$ cat src/rtl/digit_memory_bank.sv
// Switch-addressed DEPTH x DATA_W display memory with manual, fill, scan and swept-clear modes.
// Optional per-word write locks are compiled in with `define DIGIT_MEM_LOCK_EN.
module digit_memory_bank #(
  parameter int DATA_W     = 8,
  parameter int ADDR_W     = 3,
  parameter int SCAN_TICKS = 50000000
) (
  input  logic                  clk,
  input  logic                  reset,
  input  logic                  write_push,
  input  logic                  read_push,
  input  logic                  mode_push,
  input  logic                  clear_push,
  input  logic                  lock_push,
  input  logic [ADDR_W-1:0]     switch_address,
  input  logic [DATA_W-1:0]     switch_value,
  output logic [DATA_W-1:0]     indicate_led,
  output logic [1:0]            mode,
  output logic                  busy,
  output logic                  locked,
  output logic [6:0]            digit_addr,
  output logic [7*DATA_W/4-1:0] digit_value
);

  // state   | meaning
  // MANUAL  | switches address the memory directly
  // FILL    | writes land at fill_ptr, which auto-increments
  // SCAN    | every word shown for SCAN_TICKS cycles in turn
  // CLEAR   | one word zeroed per cycle, strobes ignored
  typedef enum logic [1:0] {
    S_MANUAL = 2'd0,
    S_FILL   = 2'd1,
    S_SCAN   = 2'd2,
    S_CLEAR  = 2'd3
  } state_t;

  localparam int DEPTH = 2 ** ADDR_W;
  localparam int NDIG  = DATA_W / 4;
  localparam int CNT_W = $clog2(SCAN_TICKS);
  localparam logic [CNT_W-1:0]  CNT_LAST  = CNT_W'(SCAN_TICKS - 1);
  localparam logic [ADDR_W-1:0] ADDR_LAST = ADDR_W'(DEPTH - 1);

  function automatic logic [6:0] hex2seven_seg(input logic [3:0] hex);
    logic [6:0] seg;
    seg = 7'h00;
    case (hex)
      4'h0: seg = 7'h3F;
      4'h1: seg = 7'h06;
      4'h2: seg = 7'h5B;
      4'h3: seg = 7'h4F;
      4'h4: seg = 7'h66;
      4'h5: seg = 7'h6D;
      4'h6: seg = 7'h7D;
      4'h7: seg = 7'h07;
      4'h8: seg = 7'h7F;
      4'h9: seg = 7'h6F;
      4'hA: seg = 7'h77;
      4'hB: seg = 7'h7C;
      4'hC: seg = 7'h39;
      4'hD: seg = 7'h5E;
      4'hE: seg = 7'h79;
      4'hF: seg = 7'h71;
    endcase
    return seg;
  endfunction

  state_t              state, state_nxt;
  logic [DATA_W-1:0]   mem [DEPTH];
  logic [DATA_W-1:0]   indicating;
  logic [ADDR_W-1:0]   fill_ptr, scan_ptr, clr_ptr, ea;
  logic [CNT_W-1:0]    cnt;
  logic                paused;
  logic                lock_req, lock_go, wr_go, rd_go, ea_locked;

  always_comb begin
    ea = switch_address;
    case (state)
      S_FILL:  ea = fill_ptr;
      S_SCAN:  ea = scan_ptr;
      S_CLEAR: ea = clr_ptr;
      default: ea = switch_address;
    endcase
  end

  // Higher-priority strobes suppress lower ones in the same cycle.
  assign lock_go = lock_req & ~clear_push & ~mode_push;
  assign wr_go   = write_push & ~clear_push & ~mode_push & ~lock_req;
  assign rd_go   = read_push & ~clear_push & ~mode_push & ~lock_req;

`ifdef DIGIT_MEM_LOCK_EN
  logic [DEPTH-1:0] lock_q;

  assign lock_req  = lock_push;
  assign ea_locked = lock_q[ea];

  always_ff @(posedge clk or posedge reset) begin
    if (reset) begin
      lock_q <= '0;
    end else if (state == S_CLEAR) begin
      lock_q <= '0;
    end else if (lock_go && (state == S_MANUAL || state == S_FILL)) begin
      lock_q[ea] <= ~lock_q[ea];
    end
  end
`else
  logic unused_lock_push;

  assign unused_lock_push = lock_push;
  assign lock_req         = 1'b0;
  assign ea_locked        = 1'b0;
`endif

  always_ff @(posedge clk or posedge reset) begin
    if (reset) state <= S_MANUAL;
    else       state <= state_nxt;
  end

  always_comb begin
    state_nxt = state;
    if (state == S_CLEAR) begin
      if (clr_ptr == ADDR_LAST) state_nxt = S_MANUAL;
    end else if (clear_push) begin
      state_nxt = S_CLEAR;
    end else if (mode_push) begin
      if (state == S_MANUAL)    state_nxt = S_FILL;
      else if (state == S_FILL) state_nxt = S_SCAN;
      else                      state_nxt = S_MANUAL;
    end
  end

  always_ff @(posedge clk or posedge reset) begin
    if (reset) begin
      for (int i = 0; i < DEPTH; i++) mem[i] <= '0;
      indicating <= '0;
      fill_ptr   <= '0;
      scan_ptr   <= '0;
      clr_ptr    <= '0;
      cnt        <= '0;
      paused     <= 1'b0;
    end else begin
      case (state)
        S_MANUAL: begin
          if (mode_push && !clear_push) fill_ptr <= '0;
          if (rd_go) indicating <= mem[ea];
          if (wr_go && !ea_locked) mem[ea] <= switch_value;
        end
        S_FILL: begin
          if (mode_push && !clear_push) begin
            scan_ptr <= '0;
            cnt      <= '0;
            paused   <= 1'b0;
          end
          if (wr_go) begin
            fill_ptr <= fill_ptr + 1'b1;
            if (!ea_locked) begin
              mem[ea]    <= switch_value;
              indicating <= switch_value;
            end
          end else if (rd_go) begin
            indicating <= mem[ea];
          end
        end
        S_SCAN: begin
          indicating <= mem[scan_ptr];
          if (!paused) begin
            if (cnt == CNT_LAST) begin
              cnt      <= '0;
              scan_ptr <= scan_ptr + 1'b1;
            end else begin
              cnt <= cnt + 1'b1;
            end
          end
          if (rd_go) paused <= ~paused;
        end
        default: begin
          mem[clr_ptr] <= '0;
          clr_ptr      <= clr_ptr + 1'b1;
          if (clr_ptr == ADDR_LAST) indicating <= '0;
        end
      endcase
    end
  end

  assign indicate_led = indicating;
  assign mode         = state;
  assign busy         = (state == S_CLEAR);
  assign locked       = ea_locked;
  assign digit_addr   = hex2seven_seg(4'(ea));

  for (genvar k = 0; k < NDIG; k++) begin : g_digit
    assign digit_value[7*k +: 7] = hex2seven_seg(indicating[4*k +: 4]);
  end

endmodule

$ cat config.mk
export PLATFORM = sky130hd
export DESIGN_NAME = digit_memory_bank
export DESIGN_NICKNAME = d
export VERILOG_FILES = /design/src/rtl/digit_memory_bank.sv
export SDC_FILE = /design/constraint.sdc
export NUM_CORES = 1
export LEC_CHECK = 0
export ABC_CLOCK_PERIOD_IN_PS = 4500
export CAP_MARGIN = 30
export CORE_UTILIZATION = 60
export CTS_CLUSTER_SIZE = 12
export DETAILED_ROUTE_END_ITERATION = 10
export PLACE_DENSITY = 0.81
export SYNTH_ARGS = -nofsm -noshare
export SYNTH_HDL_FRONTEND = slang
export SYNTH_SLANG_ARGS = --single-unit
$ cat constraint.sdc
create_clock -name clk -period 4.5 [get_ports clk]
set_input_delay 0.45 -clock clk [delete_from_list [all_inputs] [get_ports clk]]
set_output_delay 0.45 -clock clk [all_outputs]
set_load 0.005 [all_outputs]
==> results of run 1 <==
[cells by family after synthesis]
kind of cell             share of synthesized area
multiplexers                                 0.119
AND/OR/NAND/NOR                              0.146
buffers and inverters                       0.0482
other                                     0.000535
XOR/XNOR                                    0.0225
flip-flops                                   0.393
AO/OA/AOI/OAI                                0.220
adder cells (fa/ha/maj)                     0.0517
[where the power goes]
part | internal (uW) | leakage [uW] | switching, uW
clock | 561 | 0.000170 | 372
sequential | 1240 | 0.00148 | 298
combinational | 1210 | 0.00167 | 1590
[cells in the final DEF, fill, tap and decap left out, types with 9 or more instances in the layout]
cell	instances
a21oi_1	25
a22o_1	68
buf_4	12
clkbuf_16	9
clkdlybuf4s50_1	48
dfrtp_1	110
ha_1	29
inv_1	27
mux2i_1	30
mux4_2	18
nand2_1	50
nand3_1	18
nand4_1	12
nor2_1	50
nor3_1	15
o21ai_0	31
xor2_1	10
[layer usage]
layer | part of all wire | routed length [um] | GRT usage
met5 | 0 | 0 | 0
met4 | 0.039 | 731 | 0.147
met3 | 0.10 | 1870 | 0.0935
met2 | 0.48 | 9020 | 0.530
met1 | 0.38 | 7140 | 0.405
[worst max-delay path: cells and delay by family, from the launching register on]
kind,cells,cell delay [ns]
fa+ha+maj,2,0.84
compound gates,2,0.76
flops,1,0.48
mux,1,0.12
buf+inv,3,1.06
[per-stage QoR]
stage / std cells / power [uW]
after floorplan: 675 / 3410
after global placement: 835 / 4170
after detailed placement: 835 / 4270
after CTS: 851 / 5220
after global routing: 851 / 5560
final: 851 / 5270
[final timing paths]
path	startpoint	to	slack [ns]	cells past startpoint
worst max-delay path	mode[0]$_DFFE_PP0P_	digit_addr[0]	0.40	8
worst min-delay path	cnt[0]$_DFFE_PP0P_	cnt[0]$_DFFE_PP0P_	0.52	1
worst max register to register	mode[0]$_DFFE_PP0P_	mem[33]$_DFFE_PP0P_	0.80	8
worst min register to register	cnt[0]$_DFFE_PP0P_	cnt[0]$_DFFE_PP0P_	0.52	1
max in group asynchronous	reset	cnt[25]$_DFFE_PP0P_	3.10	3
min in group asynchronous	reset	mem[44]$_DFFE_PP0P_	0.53	2
[flip-flops by register name, summed over array words and instances, names as in the netlist]
| signal | cells |
|---|---|
| mem | 64 |
| cnt | 26 |
| indicate_led | 8 |
| clr_ptr | 3 |
| fill_ptr | 3 |
| scan_ptr | 3 |
| mode | 2 |
| paused | 1 |
[layout make-up]
class,count,area (um2)
clock buffer,11,243
clock inverter,5,104
fill,836,3510
inverter,31,124
multi-input combinational,491,3930
sequential,110,2750
tap,143,179
timing repair buffer,60,571
==> flow_summary.ini, run 1 <==
[worst_setup_path]
crit_path_start_kind = flop
cpMostUsedCell = ha_1
slowest_delay_ns = 0.53
critPathKind = flop to output pin
cp_data_arrival_time_ns = 3.65
required_ns = 4.05
cp_max_fo = 17
end_kind = output pin
slowest_stage = clkdlybuf4s50_1
crit_chain = inv_1 -> ha_1 -> a22o_1 -> o21a_1 -> inv_2 -> ha_1 -> mux2i_1 -> clkdlybuf4s50_1

[final_layout]
num_antenna_cells = 0
final_nets = 750
final_area_mm2 = 0.00791
drive_gt1_frac = 0.117
final_core_util = 0.692
syn_to_final_growth_pct = 12.7

[global_routing]
grt_max_degree = 51
grt_pass1_wl_um = 29500
antenna_found_initial = 0
track_usage = 0.326
grt-ovfl-total = 0
grt_pass1_vias = 5779

[yosys]
syn_inst = 675
yosysMostFrequentCell = dfrtp_1
ys_types = 78
yosys_warnings = 0
ys_seq_area_frac = 0.393
synth-main-ff-cell = dfrtp_1
ys_seq_elements = 110
avgSynthCellArea_um2 = 10.4
synthArstFlopShare = 1.00
synth_area_leaders = dfrtp_1 39%, a22o_1 8.5%, mux4_2 5.8%, ha_1 5.2%, mux2i_1 4.4%
synth_area_mm2 = 0.00701
netlist.top_cell.by_area = dfrtp_1
synth-edff-count = 0
synth.top_cells.by_count = 110 x dfrtp_1, 68 x a22o_1, 50 x nand2_1, 50 x nor2_1
synth_top_area_share = 0.393
syn-num-nets = 722

[die]
die_w_um = 110
die_h_um = 110
core_area_mm2 = 0.0114
core.rowCount = 39
die-area_mm2 = 0.0121
ios = 51
initial_utilization = 0.614

[routing]
ant_nets = 0
viasPerCell = 6.99
wl_um = 18800
drt_iter0_markers = 506
post_drt_wl_per_cell_um = 22.0
drc = 0
drt_pass1_iterations = 7
vias = 5947

[sta]
finalHoldViolations = 0
post-route-period-util = 0.912
tns_ns = 0
setup_slack_ns = 0.396
tightest_slew_ns = 1.12
post-route-min-period_ns = 4.10
fmaxAchievable_mhz = 244
drv_slew = 0
grt_setup_unrepaired = no
fin_skew_ns = 0.00804
setup_violations = 0
holdWs_ns = 0.523
slew-limit-headroom = 0.256

[flow_run]
maxCapViolCount = 0

[clocking]
clk_pin_slew_ns = 0.07
clkLatencyLatePin_ns = 0.36
postCtsSetupBuffers = 0
cts_tree = done
clockBufferDepth = 2
htreeDepth = 3
ctsResizeCount = 0
holdBufCountCts = 0
root_buffer = clkbuf_16
cts_inserted_buffers = 9
cts_sinks = 110

[status]
status = finished, final reports clean

[placement]
dpl_cell_area_mm2 = 0.00756
gp_congestion = 0.913
preCtsSetupSlack_ns = 0.816
post-dp-hpwl_um = 12900
port_buffers = 48

[power_and_ir_drop]
vdd_drop_max_mv = 0.526
power_density_mw_per_mm2 = 667
leakagePower_uw = 0.00332

[worst_hold_path]
hold_class = flop to flop
No activity file was read; power rests on OpenSTA's default activity.
==> inputs of run 2 (changes only) <==
--- a/config.mk
+++ b/config.mk
@@ -11,6 +11,8 @@
 export CTS_CLUSTER_SIZE = 12
 export DETAILED_ROUTE_END_ITERATION = 10
 export PLACE_DENSITY = 0.81
+export SETUP_SLACK_MARGIN = 0.2
 export SYNTH_ARGS = -nofsm -noshare
 export SYNTH_HDL_FRONTEND = slang
 export SYNTH_SLANG_ARGS = --single-unit
+export TNS_END_PERCENT = 100
==> flow_summary.ini, run 2 (synthesis results as in run 1) <==
[status]
status = finished, final reports clean

[clocking]
clkLatencyLatePin_ns = 0.36
cts_tree = done
clk_pin_slew_ns = 0.07
cts_inserted_buffers = 9
holdBufCountCts = 0
ctsResizeCount = 0
cts_sinks = 110
root_buffer = clkbuf_16
htreeDepth = 3
postCtsSetupBuffers = 0
clockBufferDepth = 2

[sta]
tns_ns = 0
finalHoldViolations = 0
grt_setup_unrepaired = no
slew-limit-headroom = 0.274
post-route-period-util = 0.867
setup_violations = 0
drv_slew = 0
holdWs_ns = 0.523
post-route-min-period_ns = 3.90
fmaxAchievable_mhz = 256
fin_skew_ns = 0.0102
tightest_slew_ns = 1.09

[final_layout]
largest_reg_flops = 64
multi_input_area_mm2 = 0.00393
final_common_cell = dfrtp_1
syn_to_final_growth_pct = 12.7
seqCellArea_mm2 = 0.00275
final_nets = 750
regMostFlops = mem
num_antenna_cells = 0
final_cell_mix = 110 x dfrtp_1, 68 x a22o_1, 50 x nand2_1, 50 x nor2_1, 48 x clkdlybuf4s50_1
n_fill_cell = 838
drive_gt1_frac = 0.119

[die]
core_area_mm2 = 0.0114
die_h_um = 110
ios = 51
initial_utilization = 0.614
die_w_um = 110
core.rowCount = 39
die-area_mm2 = 0.0121

[flow_run]
maxCapViolCount = 0

[worst_hold_path]
hold_class = flop to flop
hold_start = cnt[0]$_DFFE_PP0P_

[routing]
post_drt_wl_per_cell_um = 22.1
drc = 0
vias = 5942
ant_nets = 0
viasPerCell = 6.98
drt_iter0_markers = 504
wl_um = 18800
drt_pass1_iterations = 5

[global_routing]
grt-ovfl-total = 0
antenna_found_initial = 0
track_usage = 0.326
grt_pass1_vias = 5779
grt_max_degree = 51
grt_pass1_wl_um = 29500

[power_and_ir_drop]
vdd_drop_max_mv = 0.526
power_density_mw_per_mm2 = 667
leakagePower_uw = 0.00332

[worst_setup_path]
critPathKind = flop to output pin
required_ns = 4.05
cp_max_fo = 16
cp_data_arrival_time_ns = 3.45
startpoint = mode[0]$_DFFE_PP0P_
rr_startpoint = mode[0]$_DFFE_PP0P_
crit_path_start_kind = flop
end_kind = output pin

[placement]
port_buffers = 48
post-dp-hpwl_um = 12900
gp_congestion = 0.913
## run 2: cell types whose count changed in the layout (fill, tap and decap cells not counted)
cell / before / now
o21a_1: 3 / 2
o21a_2: 0 / 1
## run 2: worst max-delay path, cell delays in order, from the launching register on
cell and delay (ns):
dfrtp_1 0.51, inv_1 0.15, ha_1 0.40, inv_1 0.43, o22a_1 0.62, buf_4 0.27, mux2i_1 0.18, clkdlybuf4s50_1 0.53
## run 2: metrics by stage
stage / total power [uW] / cells / instance area (um2) / setup slack, ns / utilization
global placement: 4170 / 835 / 7560 / 0.879 / 0.662
global route: 5560 / 851 / 7910 / 0.394 / 0.692
detailed placement: 4270 / 835 / 7560 / 0.816 / 0.662
finish: 5270 / 851 / 7910 / 0.599 / 0.692
CTS: 5220 / 851 / 7910 / 0.402 / 0.692
floorplan: 3410 / 675 / 7010 / 1.15 / -
## run 2: cell type report
type                    count  share of cell area
inverters                  31              0.0157
repair buffers             60              0.0722
clock inverters             5              0.0131
well taps                 143              0.0226
clock buffers              11              0.0307
multi-input cells         491               0.498
flip-flops and latches    110               0.348
## run 2: worst paths after layout
check	endpoint	depth (start not counted)	slack (ns)
worst min register to register	cnt[0]$_DFFE_PP0P_	1	0.52
worst min-delay path	cnt[0]$_DFFE_PP0P_	1	0.52
min in group asynchronous	mem[44]$_DFFE_PP0P_	2	0.54
worst max register to register	mem[56]$_DFFE_PP0P_	8	0.88
worst max-delay path	digit_addr[0]	7	0.60
max in group asynchronous	cnt[25]$_DFFE_PP0P_	3	3.10
## run 2: routing by layer
metal  track usage  wire length, um  vias to the layer above
met5             0                0                        -
met4         0.147              609                        0
met3        0.0935             1920                       56
met2         0.530             9110                      376
met1         0.405             7180                     2893
li1              -                -                     2617
## run 2: report_power, final
group	switching [uW]	internal [uW]	total, uW
Clock	372	561	933
Combinational	1590	1220	2810
Sequential	298	1240	1530
==> inputs of run 3 (changes only) <==
--- a/config.mk
+++ b/config.mk
@@ -7,10 +7,9 @@
 export LEC_CHECK = 0
 export ABC_CLOCK_PERIOD_IN_PS = 4500
 export CAP_MARGIN = 30
-export CORE_UTILIZATION = 60
+export CORE_UTILIZATION = 40
 export CTS_CLUSTER_SIZE = 12
 export DETAILED_ROUTE_END_ITERATION = 10
-export PLACE_DENSITY = 0.81
 export SETUP_SLACK_MARGIN = 0.2
 export SYNTH_ARGS = -nofsm -noshare
 export SYNTH_HDL_FRONTEND = slang
==> flow_summary.ini, run 3 (synthesis results as in run 1) <==
[status]
status = finished, final reports clean

[placement]
preCtsSetupSlack_ns = 0.857
post-dp-hpwl_um = 13600
port_buffers = 48
dpl_cell_area_mm2 = 0.00767
gp_congestion = 0.869

[clocking]
htreeDepth = 3
clockBufferDepth = 2
clkLatencyLatePin_ns = 0.35
clk_pin_slew_ns = 0.07
postCtsSetupBuffers = 0
ctsResizeCount = 0
cts_sinks = 110
cts_inserted_buffers = 9
holdBufCountCts = 0
root_buffer = clkbuf_16
cts_tree = done

[worst_hold_path]
min_to = cnt[1]$_DFFE_PP0P_
min_path_cells = 2
hold_start = cnt[1]$_DFFE_PP0P_
hold_class = flop to flop

[sta]
fmaxAchievable_mhz = 248
tightest_slew_ns = 1.02
tns_ns = 0
slew-limit-headroom = 0.311
post-route-min-period_ns = 4.03
setup_slack_ns = 0.469
fin_skew_ns = 0.00735
post-route-period-util = 0.896
setup_violations = 0
finalHoldViolations = 0
drv_slew = 0
grt_setup_unrepaired = no

[worst_setup_path]
end_kind = output pin
crit_path_start_kind = flop
rr_startpoint = mode[1]$_DFFE_PP0P_
required_ns = 4.05
critPathKind = flop to output pin
cp_max_fo = 17
cp_data_arrival_time_ns = 3.58
reg2reg_to = mem[59]$_DFFE_PP0P_
r2r_cells = 8
reg2reg_slack_ns = 0.82

[final_layout]
largest_reg_flops = 64
final_area_mm2 = 0.00796
final_core_util = 0.462
final_nets = 753
drive_gt1_frac = 0.120
final_cell_mix = 110 x dfrtp_1, 68 x a22o_1, 50 x nand2_1, 50 x nor2_1, 48 x clkdlybuf4s50_1
final_common_cell = dfrtp_1
syn_to_final_growth_pct = 13.5
regMostFlops = mem
num_antenna_cells = 0

[routing]
drt_pass1_iterations = 7
viasPerCell = 6.23
ant_nets = 0
vias = 5824
wl_um = 19500
post_drt_wl_per_cell_um = 20.9
drt_iter0_markers = 399
drc = 0

[die]
die_w_um = 134
core_area_mm2 = 0.0172
die-area_mm2 = 0.0181
die_h_um = 134
initial_utilization = 0.407
ios = 51
core.rowCount = 48

[global_routing]
grt-ovfl-total = 0
antenna_found_initial = 0
globalRouteMet2Util = 0.365
met3_usage = 0.0450
grt_pass1_wl_um = 31000
grt_max_degree = 49
grt_use_met1 = 0.293
top_usage_layer = met2
grt_pass1_vias = 5646
track_usage = 0.225

[power_and_ir_drop]
leakagePower_uw = 0.00330
power_density_mw_per_mm2 = 641
vdd_drop_max_mv = 0.452

[flow_run]
maxCapViolCount = 0
-- run 3: metal layers --
layer / share of wire / up-vias
li1: - / 2623
met4: 0.027 / 0
met2: 0.48 / 222
met5: 0 / -
met3: 0.052 / 36
met1: 0.44 / 2943
-- run 3: report_power, final --
part | switching, uW | internal (uW) | total (uW)
registers | 298 | 1240 | 1530
logic | 1580 | 1220 | 2800
clock network | 375 | 393 | 767
total | 2260 | 2840 | 5100
-- run 3: worst max-delay path: stages (launching register included) --
cell	delay, ns
dfrtp_1	0.44
inv_1	0.20
ha_1	0.59
a21o_1	0.20
o21a_1	0.47
inv_2	0.35
ha_1	0.32
a21oi_1	0.13
clkdlybuf4s50_1	0.51
-- run 3: worst max path at each step --
stage               slack (ns)           startpoint  cells after the start                     end
floorplan                 1.15                reset                      1  clr_ptr[0]$_DFFE_PP0N_
global placement          0.97  mode[1]$_DFFE_PP0P_                      8           digit_addr[3]
detailed placement        0.86  mode[1]$_DFFE_PP0P_                      7     mem[59]$_DFFE_PP0P_
CTS                       0.48  mode[1]$_DFFE_PP0P_                      8           digit_addr[0]
global route              0.24  mode[1]$_DFFE_PP0P_                      8           digit_addr[3]
finish                    0.47  mode[1]$_DFFE_PP0P_                      8           digit_addr[3]
-- run 3: metrics by stage --
stage                     power (uW)  cells  hold slack (ns)
after floorplan                 3410    675            0.457
after global placement          4240    918            0.476
after detailed placement        4310    919            0.491
after CTS                       5090    934            0.506
after global routing            5420    935            0.539
final                           5100    935            0.503
-- run 3: layout make-up --
class	count	area, um2
Sequential cell	110	2750
Inverter	31	124
Clock buffer	11	243
Multi-Input combinational cell	491	3930
Timing Repair Buffer	63	591
Clock inverter	4	32.5
Tap cell	225	282
Fill cell	1567	9280
